File: src/rtl/imem_boot_loader_pkg.sv
// Shared definitions for the instruction-memory boot loader.
//   state_e    : loader FSM encoding
//   WORD_BYTES : bytes per instruction word
//   BCNT_W     : width of the byte-within-word counter
package imem_boot_loader_pkg;

  localparam int WORD_BYTES = 4;
  localparam int BCNT_W     = $clog2(WORD_BYTES);

  typedef enum logic [2:0] {
    S_IDLE,
    S_LEN,
    S_DATA,
    S_CSUM,
    S_DONE,
    S_ERR
  } state_e;

endpackage

File: src/rtl/imem_boot_loader_byte_packer.sv
// Little-endian byte-to-word assembler.
//   clk, rst_n : clock, async active-low reset (byte counter only)
//   clr        : restart assembly at byte 0
//   byte_en    : a byte is accepted this cycle
//   byte_in    : the accepted byte
//   word_valid : combinational pulse, this byte completes a word
//   word_out   : the word including byte_in (valid when word_valid=1)
module imem_boot_loader_byte_packer
  import imem_boot_loader_pkg::*;
(
  input  logic        clk,
  input  logic        rst_n,
  input  logic        clr,
  input  logic        byte_en,
  input  logic [7:0]  byte_in,
  output logic        word_valid,
  output logic [31:0] word_out
);

  logic [BCNT_W-1:0] cnt_q, cnt_d;
  logic [31:0]       asm_q, asm_d;

  // Bytes shift in from the top, so after four bytes the first one sits
  // in bits [7:0].
  always_comb begin
    cnt_d      = cnt_q;
    asm_d      = asm_q;
    word_valid = 1'b0;
    word_out   = {byte_in, asm_q[31:8]};
    if (clr) begin
      cnt_d = '0;
    end else if (byte_en) begin
      asm_d      = word_out;
      cnt_d      = cnt_q + 1'b1;
      word_valid = (cnt_q == BCNT_W'(WORD_BYTES - 1));
    end
  end

  always_ff @(posedge clk or negedge rst_n) begin
    if (!rst_n) begin
      cnt_q <= '0;
    end else begin
      cnt_q <= cnt_d;
    end
  end

  // Assembly data carries no reset; the counter alone defines validity.
  always_ff @(posedge clk) begin
    asm_q <= asm_d;
  end

endmodule

File: src/rtl/imem_boot_loader.sv
// Loads the instruction memory from a byte stream before the core runs.
// Stream format: 4-byte little-endian length N (words), N words of 4
// little-endian bytes, then one XOR checksum byte over the data bytes.
//   clk, rst_n   : clock, async active-low reset
//   start        : pulse to begin a load (IDLE/DONE/ERR only)
//   rx_data/valid/ready : byte stream handshake
//   imem_we/waddr/wdata : instruction-memory write port (byte address)
//   core_hold    : stalls the core while 1
//   done, error  : load outcome levels
//   words_loaded : words written in the current or last load
module imem_boot_loader
  import imem_boot_loader_pkg::*;
#(
  parameter int DEPTH         = 128,
  parameter bit HOLD_AT_RESET = 1'b1
) (
  input  logic        clk,
  input  logic        rst_n,
  input  logic        start,
  input  logic [7:0]  rx_data,
  input  logic        rx_valid,
  output logic        rx_ready,
  output logic        imem_we,
  output logic [31:0] imem_waddr,
  output logic [31:0] imem_wdata,
  output logic        core_hold,
  output logic        done,
  output logic        error,
  output logic [31:0] words_loaded
);

  localparam logic [31:0] DEPTH_W = 32'(DEPTH);

  state_e      state_q, state_d;
  logic [31:0] len_q, len_d;
  logic [7:0]  csum_q, csum_d;
  logic [31:0] words_loaded_q, words_loaded_d;
  logic        imem_we_q, imem_we_d;
  logic [31:0] imem_waddr_q, imem_waddr_d;
  logic [31:0] imem_wdata_q, imem_wdata_d;
  logic        core_hold_q, core_hold_d;
  logic        done_q, done_d;
  logic        error_q, error_d;

  logic        rx_ready_c;
  logic        byte_xfer;
  logic        start_go;
  logic        pk_en;
  logic        pk_word_valid;
  logic [31:0] pk_word;

  assign rx_ready_c = (state_q == S_LEN) || (state_q == S_DATA) || (state_q == S_CSUM);
  assign byte_xfer  = rx_valid && rx_ready_c;
  assign pk_en      = byte_xfer && ((state_q == S_LEN) || (state_q == S_DATA));

  imem_boot_loader_byte_packer u_packer (
    .clk        (clk),
    .rst_n      (rst_n),
    .clr        (start_go),
    .byte_en    (pk_en),
    .byte_in    (rx_data),
    .word_valid (pk_word_valid),
    .word_out   (pk_word)
  );

  always_comb begin
    state_d        = state_q;
    len_d          = len_q;
    csum_d         = csum_q;
    words_loaded_d = words_loaded_q;
    imem_we_d      = 1'b0;
    imem_waddr_d   = imem_waddr_q;
    imem_wdata_d   = imem_wdata_q;
    core_hold_d    = core_hold_q;
    done_d         = done_q;
    error_d        = error_q;
    start_go       = 1'b0;

    unique case (state_q)
      S_IDLE, S_DONE, S_ERR: begin
        if (start) begin
          start_go       = 1'b1;
          state_d        = S_LEN;
          core_hold_d    = 1'b1;
          done_d         = 1'b0;
          error_d        = 1'b0;
          words_loaded_d = '0;
          csum_d         = '0;
        end
      end
      S_LEN: begin
        if (pk_word_valid) begin
          len_d = pk_word;
          if (pk_word > DEPTH_W) begin
            state_d = S_ERR;
            error_d = 1'b1;
          end else if (pk_word == '0) begin
            state_d = S_CSUM;
          end else begin
            state_d = S_DATA;
          end
        end
      end
      S_DATA: begin
        if (byte_xfer) begin
          csum_d = csum_q ^ rx_data;
        end
        // The write is registered, so it appears one cycle after the
        // word's last byte; the counter advances on that same edge.
        if (pk_word_valid) begin
          imem_we_d      = 1'b1;
          imem_wdata_d   = pk_word;
          imem_waddr_d   = {words_loaded_q[29:0], 2'b00};
          words_loaded_d = words_loaded_q + 32'd1;
          if (words_loaded_q + 32'd1 == len_q) begin
            state_d = S_CSUM;
          end
        end
      end
      S_CSUM: begin
        if (byte_xfer) begin
          if (rx_data == csum_q) begin
            state_d     = S_DONE;
            done_d      = 1'b1;
            core_hold_d = 1'b0;
          end else begin
            state_d = S_ERR;
            error_d = 1'b1;
          end
        end
      end
      default: state_d = S_IDLE;
    endcase
  end

  always_ff @(posedge clk or negedge rst_n) begin
    if (!rst_n) begin
      state_q        <= S_IDLE;
      len_q          <= '0;
      csum_q         <= '0;
      words_loaded_q <= '0;
      imem_we_q      <= 1'b0;
      imem_waddr_q   <= '0;
      imem_wdata_q   <= '0;
      core_hold_q    <= HOLD_AT_RESET;
      done_q         <= 1'b0;
      error_q        <= 1'b0;
    end else begin
      state_q        <= state_d;
      len_q          <= len_d;
      csum_q         <= csum_d;
      words_loaded_q <= words_loaded_d;
      imem_we_q      <= imem_we_d;
      imem_waddr_q   <= imem_waddr_d;
      imem_wdata_q   <= imem_wdata_d;
      core_hold_q    <= core_hold_d;
      done_q         <= done_d;
      error_q        <= error_d;
    end
  end

  assign rx_ready     = rx_ready_c;
  assign imem_we      = imem_we_q;
  assign imem_waddr   = imem_waddr_q;
  assign imem_wdata   = imem_wdata_q;
  assign core_hold    = core_hold_q;
  assign done         = done_q;
  assign error        = error_q;
  assign words_loaded = words_loaded_q;

endmodule
File: config.mk
export PLATFORM = sky130hd
export DESIGN_NAME = imem_boot_loader
export DESIGN_NICKNAME = d
export VERILOG_FILES = /design/src/rtl/imem_boot_loader_pkg.sv /design/src/rtl/imem_boot_loader_byte_packer.sv /design/src/rtl/imem_boot_loader.sv
export SDC_FILE = /design/constraint.sdc
export NUM_CORES = 1
export LEC_CHECK = 0
export BUFFER_PORTS_ARGS = -buffer_cell sky130_fd_sc_hd__buf_2
export CAP_MARGIN = 10
export CORE_UTILIZATION = 51
export DETAILED_ROUTE_END_ITERATION = 10
export PLACE_DENSITY_LB_ADDON = 0.3
export SLEW_MARGIN = 20
export SYNTH_ARGS = -nofsm -noshare
export SYNTH_HDL_FRONTEND = slang
export SYNTH_SLANG_ARGS = --single-unit
File: constraint.sdc
create_clock -name clk -period 3.4 [get_ports clk]
set_clock_uncertainty 0.15 [all_clocks]
set_input_delay 0.34 -clock clk [delete_from_list [all_inputs] [get_ports clk]]
set_output_delay 0.34 -clock clk [all_outputs]
set_load 0.01 [all_outputs]
==> results.md, run 1 <==
* Status: finished, final reports clean
* I/O pin count at 113
* Crit. End Element: register
* Post-Syn Area at 8076 µm²
* Clock-pin slew on the worst setup and hold paths at 0.06 ns
* CTS tree: done
* Area of the core at 15310 µm²
* Slew HR at 50.82%
* Post-synth top flop: dfrtp_1
* Final net count at 942
* Synthesized area per cell at 9.638 µm²
* Pins Over Slew Limit at 0
* P&R area growth vs syn at 16.45%
* DRC at 0
* Via Count at 6445
* Final RePlAce weighted congestion at 0.8751
* Slowest-stage cell, CP: dfrtp_1
* Hold Path Class: input port to register
* Largest net degree at the start of global routing at 86
* Setup CP Type: register to register
* Number of port buffers at 110
* Clock sinks at 167
* Synth cell types at 64
* Seq cells post-synth at 167
* DR pass1 iterations at 5
* Synth Warn # at 0
* Max clock buf depth at 2
* Ant diodes at 0
* Most frequent cells after synthesis: nand2_1, dfrtp_1, o21ai_0
* Vert. Die Dim at 127.8 µm
* Drt total wl at 19.25 mm
* ANT nets after route at 0
* Area contributors post-synth: dfrtp_1, nand2_1, edfxtp_1
* RSZ-0062 raised after global routing: no
* Rows at 45
* Number of synthesized flops with an enable pin at 24
* Most numerous cell in the Yosys netlist: nand2_1
* Htree depth at 4
* Post-CTS Setup Bufs at 0
* Root buffer cell: clkbuf_16
* CP cell instances: nand4_1, or3_1, nor4_1, xnor2_1, nand4_1, a2111o_1, o21ai_1
* Synth top area share at 44.00%
* Dpl hpwl at 13.01 mm
* Max-Cap Viols at 0
* Grt total ovfl at 0
* Highest clock rate at 0.3396 GHz
* Die area at 16340 µm²
* Total negative slack at 0 ns
* Final period util at 86.62%
* Worst vdd ir at 0.0004428 V
* Dpl ws at 0.5092 ns
* Startpoint Class: register
* Critical Path AT at 3.14 ns
* Synth async-reset ratio at 85.63%
* Initial Utilization at 52.74%
* Critical Path Max Stage Delay at 0.58 ns
* Fraction of layout cells with a size suffix above 1 at 20.72%
* Number of global-route vias before repair at 5944
* First-pass GRT wire length at 31.38 mm
* CP dominant cell by count: nand4_1
* Final min period at 2.945 ns
* CP required at 3.60 ns
* Routed length per instance at 16.71 µm
* Worst setup margin at 0.4550 ns
* Worst-margin pin slew at 0.7378 ns
* Lkg Pwr at 4.543 nW
* Post-layout util at 61.41%
* Area leader, netlist: dfrtp_1
* PD cells at 582.7 nW/µm²
* Cts bufs inserted at 17
* Max FO, Critical Path at 13
* Fin. Hold Viols at 0
* X dimension of the die at 127.8 µm
* Total GRT Usage at 24.75%
* CTS resizes at 0
* Iteration-0 DRC count of the detailed router at 668
* Sequential share of the synthesized area at 53.25%
* Vias per Instance at 5.595
* Initial antenna violation count at 0
* Mapped Cells at 838
* Clock latency at the later pin of the worst-skew pair at 0.42 ns
* Setup-failing EPs final at 0
* Total power at 5.481 mW
layout make-up:
cell class / instances / area (µm²)
clock inverters: 12 / 148.9
well taps: 211 / 264.0
flip-flops and latches: 167 / 4300
repair buffers: 122 / 686.9
fillers: 1320 / 5909
clock buffers: 20 / 436.7
multi-input cells: 612 / 3538
inverters: 8 / 30.03
final timing paths:
kind | end | depth (start not counted) | slack (ns) | from
worst max-delay path | state_q[0] | 7 | 0.45 | words_loaded[3]
worst min-delay path | imem_wdata[28] | 3 | 0.07 | rx_data[4]
worst max register to register | state_q[0] | 7 | 0.45 | words_loaded[3]
worst min register to register | imem_waddr[12] | 2 | 0.32 | imem_waddr[12]
max in group asynchronous | imem_waddr[11] | 3 | 1.99 | rst_n
min in group asynchronous | imem_wdata[3] | 2 | 0.37 | rst_n
sequential cells by signal (all words and copies together), names as in the netlist:
name / flops
core_hold: 1
csum_q: 8
done: 1
error: 1
imem_waddr: 30
imem_wdata: 32
imem_we: 1
len_q: 32
state_q: 3
u_packer.asm_q: 24
u_packer.cnt_q: 2
words_loaded: 32
report_power, final:
part           switching [mW]  total (mW)  leakage [nW]  internal (mW)
clock network           0.783        1.94         0.282           1.15
registers               0.268        2.60          2.15           2.33
logic                   0.464       0.947          2.11          0.482
total                    1.51        5.48          4.54           3.97
kinds of logic after synthesis:
logic type	Yosys count	share of synthesized area, %
simple gates	384	22.49
buf+inv	60	3.207
other cells	1	0.04643
fa+ha+maj	2	0.3098
mux	35	4.834
compound gates	136	10.12
xor+xnor	53	5.747
flops	167	53.25
per-stage QoR:
stage	hold WS, ns	std cells	instance area [µm²]
2_1_floorplan	-0.1056	839	8080
3_3_place_gp	0.2796	1119	8810
5_1_grt	0.06209	1152	9405
4_1_cts	0.05191	1152	9405
3_5_place_dp	0.2854	1119	8810
6_report	0.06614	1152	9405
cells in the final DEF, fill, tap and decap left out, types with 7 or more instances in the layout:
| master | synthesis | routed |
|---|---|---|
| dfrtp_1 | 142 | 142 |
| o31ai_1 | 17 | 17 |
| xnor2_1 | 41 | 41 |
| xor2_1 | 12 | 12 |
| buf_2 | 20 | 109 |
| nor4_1 | 15 | 15 |
| and3_1 | 10 | 10 |
| a21oi_1 | 19 | 19 |
| nor2_1 | 40 | 40 |
| edfxtp_1 | 24 | 24 |
| mux2_2 | 32 | 32 |
| nand4_1 | 15 | 15 |
| inv_1 | 8 | 7 |
| nand3_1 | 21 | 20 |
| nand2_1 | 237 | 237 |
| clkbuf_16 | 0 | 17 |
| o21ai_0 | 68 | 68 |
| buf_4 | 2 | 8 |
routing by layer:
| metal | track usage (%) | wire (µm) |
|---|---|---|
| met1 | 35.06 | 8792 |
| met2 | 39.00 | 9278 |
| met3 | 4.215 | 972 |
| met4 | 7.820 | 205 |
| met5 | 0 | 0 |
critical path: cells and delay by family, from the launching register on:
family           cells  cell delay [ns]
AO/OA/AOI/OAI        2             0.49
flip-flops           1             0.58
AND/OR/NAND/NOR      4             1.46
XOR/XNOR             1             0.18
repair_timing:
item,in CTS,in global routing
setup endpoints to repair,0,0
hold buffers,1,0
endpoints found under the hold margin,75,0
Power figures use the tool's default switching activity.
==> inputs of run 2 (changes only) <==
Clock period 3.4 ns to 3 ns, I/O delays scaled along.
==> run 2 against run 1 <==
Compared with the run above:
- critical path depth unchanged
- flip-flop and latch count is the same
- fmax increased by 4.7%
- core utilization grew 0.79 points
- via count rose by 1.4%
- clock power rose by 19%
- sequential share of layout area down 0.58 points
- non-clock buffer count grew 11
- worst setup slack worse by 0.27 ns
- die area is the same
- critical endpoint unchanged
- clock-buffer cell count is 1 higher
==> results.md, run 2 (synthesis gave the netlist of run 1 again) <==
* Crit. End Element: register
* Critical Path AT at 3.02 ns (-0.12 ns)
* Root buffer cell: clkbuf_16
* Initial antenna violation count at 0 (unchanged)
* ANT nets after route at 0 (unchanged)
* Slew HR at 61.44% (+11 points)
* Area of the core at 15310 µm² (unchanged)
* Die area at 16340 µm² (unchanged)
* Hold buffers post-CTS at 1 (unchanged)
* Vert. Die Dim at 127.8 µm (unchanged)
* Critical Path Max Stage Delay at 0.51 ns (-0.07 ns)
* Highest clock rate at 0.3554 GHz (+4.7%)
* Rows at 45 (unchanged)
* Worst setup margin at 0.1866 ns (-0.2683 ns)
* Most common cell after layout, fill and taps aside: nand2_1
* DRC at 0 (unchanged)
* Max FO, Critical Path at 10 (-3)
* Worst-margin pin slew at 0.5638 ns (-0.1740 ns)
* Status: finished, final reports clean
* Post-CTS Setup Bufs at 0 (unchanged)
* Worst vdd ir at 0.0004408 V (-0.45%)
* Vias per Instance at 5.622 (+0.48%)
* CTS resizes at 0 (unchanged)
* Setup-failing EPs final at 0 (unchanged)
* Fraction of layout cells with a size suffix above 1 at 21.85% (+1.1 points)
* Lkg Pwr at 4.612 nW (+1.5%)
* Total power at 6.338 mW (+16%)
* CP required at 3.20 ns (-0.40 ns)
* CTS tree: done
* CP cell instances: ha_1, nand3_2, nor3_4, nand3_1, or3_1, a2111o_1, o21ai_1
* Clock latency at the later pin of the worst-skew pair at 0.43 ns (about the same)
* RSZ-0062 raised after global routing: no
* Htree depth at 4 (unchanged)
* Dpl ws at 0.2079 ns (-0.3013 ns)
* Total negative slack at 0 ns (unchanged)
* Iteration-0 DRC count of the detailed router at 417 (-38%)
* Cts bufs inserted at 17 (unchanged)
* I/O pin count at 113 (unchanged)
* Final net count at 953 (+1.2%)
* Largest net degree at the start of global routing at 89 (+3.5%)
* Setup CP Type: register to register
* Drt total wl at 19.56 mm (+1.6%)
* Clock sinks at 167 (unchanged)
* P&R area growth vs syn at 17.96%
* First-pass GRT wire length at 31.87 mm (+1.6%)
* Fill cell count at 1310 (-0.76%)
* Slowest-stage cell, CP: dfrtp_1
* Dpl hpwl at 13.36 mm (+2.7%)
* X dimension of the die at 127.8 µm (unchanged)
* Commonest non-fill, non-tap cells in the layout: nand2_1, dfrtp_1, buf_2, o21ai_0, xnor2_1
* Max clock buf depth at 2 (unchanged)
* Routed length per instance at 16.82 µm (+0.63%)
* Grt total ovfl at 0 (unchanged)
* Pins Over Slew Limit at 0 (unchanged)
* Via Count at 6538 (+1.4%)
* Post-layout util at 62.21% (+0.79 points)
* Initial Utilization at 52.74% (unchanged)
* Max-Cap Viols at 0 (unchanged)
* Hold Path Class: input port to register
* PD cells at 665.3 nW/µm² (+14%)
* Final min period at 2.813 ns (-0.1317 ns)
* Ant diodes at 0 (unchanged)
* Total GRT Usage at 25.23% (+0.49 points)
* Final RePlAce weighted congestion at 0.8788 (+0.42%)
* DR pass1 iterations at 5 (unchanged)
* Clock-pin slew on the worst setup and hold paths at 0.06 ns (about the same)
* Fin. Hold Viols at 0 (unchanged)
* Number of port buffers at 110 (unchanged)
* Final period util at 93.78% (+7.2 points)
* Startpoint Class: register
* Number of global-route vias before repair at 6055 (+1.9%)
## run 2: worst paths after layout
check	endpoint	start	slack [ns]	cells past startpoint
max in group asynchronous	core_hold	rst_n	1.68	3
hold reg to reg	imem_wdata[7]	imem_wdata[7]	0.32	2
hold / removal	imem_wdata[29]	rx_data[5]	0.03	3
min in group asynchronous	imem_wdata[3]	rst_n	0.27	2
setup / recovery	state_q[0]	words_loaded[0]	0.19	7
setup reg to reg	state_q[0]	words_loaded[0]	0.19	7
## run 2: layer usage
metal,wire length (µm),vias up,GRT usage [%]
met3,930,15,5.217
met5,0,-,0
met1,8978,3240,35.71
met4,130,0,6.505
met2,9517,184,39.74
li1,-,3099,-
## run 2: area by class of cell
type / instances / area (µm²) / share of cell area (%)
Timing Repair Buffer: 133 / 769.5 / 8.077
Tap cell: 211 / 264.0 / 2.771
Sequential cell: 167 / 4300 / 45.14
Multi-Input combinational cell: 612 / 3538 / 37.14
Inverter: 8 / 30.03 / 0.3152
Clock buffer: 21 / 450.4 / 4.728
Clock inverter: 11 / 173.9 / 1.826
## run 2: where the power goes
part           leakage, nW  switching [mW]  internal, mW
combinational         2.17           0.521         0.547
clock                0.295           0.897          1.42
sequential            2.15           0.316          2.64
## run 2: stage by stage
step	std cells	hold slack, ns	cell area (µm²)
after detailed placement	1130	0.1567	8892
after global routing	1163	0.02722	9527
after global placement	1130	0.1476	8892
after CTS	1163	0.01473	9527
after floorplan	839	-0.1456	8080
final	1163	0.02531	9527
## run 2: critical path, delay by kind of cell (launching register included)
family / cells / cell delay, ns
DFF: 1 / 0.51
and+or+nand+nor: 4 / 1.15
AOI/OAI and AO/OA: 2 / 0.56
adders and majority gates: 1 / 0.37
==> inputs of run 3 (changes only) <==
Settings changed: MAX_ROUTING_LAYER set to met4.
==> run 3 against run 2 <==
Compared with the run above:
- non-clock buffer count is 1 lower
- core utilization shrank 0.11 points
- sequential power about the same
- largest cell class unchanged
- register-to-register slack hardly changed
- wire length increased by 0.24%
- critical path depth stayed put
- largest power group unchanged
- first-iteration DRC count rose by 26%
==> results.md, run 3 (synthesis gave the netlist of run 1 again) <==
* Clock latency at the later pin of the worst-skew pair at 0.43 ns (about the same)
* Worst vdd ir at 0.0004859 V (+10%)
* Top routing layer in use: met4
* Via Count at 6436 (-1.6%)
* Routed length per instance at 16.87 µm (+0.32%)
* DR WL met3 at 905 µm (-2.7%)
* CP cell instances: ha_1, nand3_2, nor3_4, nand3_1, or3_1, a2111o_1, o21ai_1
* Fraction of layout cells with a size suffix above 1 at 22.08% (+0.23 points)
* Cts bufs inserted at 17 (unchanged)
* Vert. Die Dim at 127.8 µm (unchanged)
* Final period util at 94.02% (+0.24 points)
* Commonest non-fill, non-tap cells in the layout: nand2_1, dfrtp_1, buf_2, o21ai_0, xnor2_1
* CTS tree: done
* Slowest-stage cell, CP: dfrtp_1
* Slew HR at 57.39% (-4.0 points)
* Pins Over Slew Limit at 0 (unchanged)
* CP required at 3.21 ns (about the same)
* Total GRT Usage at 25.81% (+0.58 points)
* Iteration-0 DRC count of the detailed router at 524 (+26%)
* Ant diodes at 0 (unchanged)
* Highest clock rate at 0.3545 GHz (-0.25%)
* Final net count at 952 (-0.10%)
* Vias per Instance at 5.539 (-1.5%)
* Max-Cap Viols at 0 (unchanged)
* Multi-input gate area at 3538 µm² (unchanged)
* PD cells at 664.2 nW/µm² (-0.16%)
* Area of the core at 15310 µm² (unchanged)
* Final RePlAce weighted congestion at 0.8873 (+0.97%)
* Metal-1 WL at 8.986 mm (about the same)
* Rows at 45 (unchanged)
* I/O pin count at 113 (unchanged)
* Metal2 WL at 9.427 mm (-0.95%)
* Setup CP Type: register to register
* Startpoint Class: register
* Initial antenna violation count at 0 (unchanged)
* Fin. Hold Viols at 0 (unchanged)
* Worst setup margin at 0.1795 ns (-0.007163 ns)
* Total negative slack at 0 ns (unchanged)
* Number of port buffers at 110 (unchanged)
* Dpl ws at 0.2172 ns (+0.009244 ns)
* Initial Utilization at 52.74% (unchanged)
* DRC at 0 (unchanged)
* ANT nets after route at 0 (unchanged)
* Max clock buf depth at 2 (unchanged)
* Final min period at 2.821 ns (+0.007163 ns)
* DR pass1 iterations at 5 (unchanged)
* Htree depth at 4 (unchanged)
* Drt total wl at 19.60 mm (+0.24%)
* Clock-pin slew on the worst setup and hold paths at 0.06 ns (about the same)
* Hold Path Class: input port to register
* Post-CTS Setup Bufs at 0 (unchanged)
* First-pass GRT wire length at 31.42 mm (-1.4%)
* Setup-failing EPs final at 0 (unchanged)
* X dimension of the die at 127.8 µm (unchanged)
* Fill cell count at 1326 (+1.2%)
* Lkg Pwr at 4.606 nW (-0.13%)
* Most common cell after layout, fill and taps aside: nand2_1
* WHS at 0.02399 ns (-0.001323 ns)
* Dpl hpwl at 13.41 mm (+0.37%)
* Critical Path Max Stage Delay at 0.51 ns (about the same)
* Crit. End Element: register
* Max FO, Critical Path at 10 (unchanged)
* Largest net degree at the start of global routing at 89 (unchanged)
* Clock sinks at 167 (unchanged)
* Root buffer cell: clkbuf_16
* P&R area growth vs syn at 17.74%
* RSZ-0062 raised after global routing: no
* Critical Path AT at 3.03 ns (about the same)
* Grt total ovfl at 0 (unchanged)
* Sequential Area at 4300 µm² (unchanged)
* Number of global-route vias before repair at 5864 (-3.2%)
* Total power at 6.316 mW (-0.34%)
* Status: finished, final reports clean
* Worst-margin pin slew at 0.6391 ns (+0.07533 ns)
* Die area at 16340 µm² (unchanged)
==> run 3: cell types whose count changed in the layout (fill, tap and decap cells not counted) <==
cell	previous run	this run
inv_6	0	3
clkbuf_1	3	1
buf_4	19	18
bufinv_16	4	3
clkinv_1	1	0
clkinv_2	0	1
==> run 3: repair_timing <==
action / CTS / global route
hold endpoints to repair: 65 / 0
resized for setup: 0 / 0
hold buffers: 1 / 0
endpoints found under the setup margin: 0 / 0
==> run 3: final timing paths <==
| check | startpoint | slack, ns | cells after the start | to |
|---|---|---|---|---|
| max in group asynchronous | rst_n | 1.63 | 3 | core_hold |
| hold reg to reg | imem_wdata[1] | 0.32 | 2 | imem_wdata[1] |
| setup reg to reg | words_loaded[0] | 0.18 | 7 | state_q[0] |
| setup / recovery | words_loaded[0] | 0.18 | 7 | state_q[0] |
| hold / removal | rx_data[4] | 0.02 | 3 | imem_wdata[28] |
| min in group asynchronous | rst_n | 0.30 | 2 | imem_wdata[9] |
==> run 3: layout make-up <==
| cell class | instances | share of cell area (%) |
|---|---|---|
| sequential | 167 | 45.22 |
| multi-input combinational | 612 | 37.21 |
| timing repair buffer | 132 | 8.013 |
| clock buffer | 19 | 4.658 |
| tap | 211 | 2.776 |
| clock inverter | 13 | 1.803 |
| inverter | 8 | 0.3158 |
==> run 3: layer usage <==
| metal | global-route usage [%] | up-vias |
|---|---|---|
| li1 | - | 3095 |
| met1 | 34.99 | 3143 |
| met2 | 39.64 | 174 |
| met3 | 4.841 | 24 |
| met4 | 7.751 | 0 |
| met5 | - | - |
==> run 3: worst max-delay path, delay by kind of cell, from the launching register on <==
family,cells,cell delay (ns)
simple gates,4,1.16
fa+ha+maj,1,0.37
flops,1,0.51
compound gates,2,0.55
==> run 3: stage by stage <==
stage          cells  cell area, µm²  util, %
2_1_floorplan    839            8080        -
3_3_place_gp    1129            8885    58.01
3_5_place_dp    1129            8885    58.01
4_1_cts         1162            9509    62.09
5_1_grt         1162            9509    62.09
6_report        1162            9509    62.09
==> run 3: power by group <==
part | internal, mW | total, mW | switching (mW)
clock network | 1.34 | 2.28 | 0.941
logic | 0.547 | 1.07 | 0.528
registers | 2.64 | 2.96 | 0.319
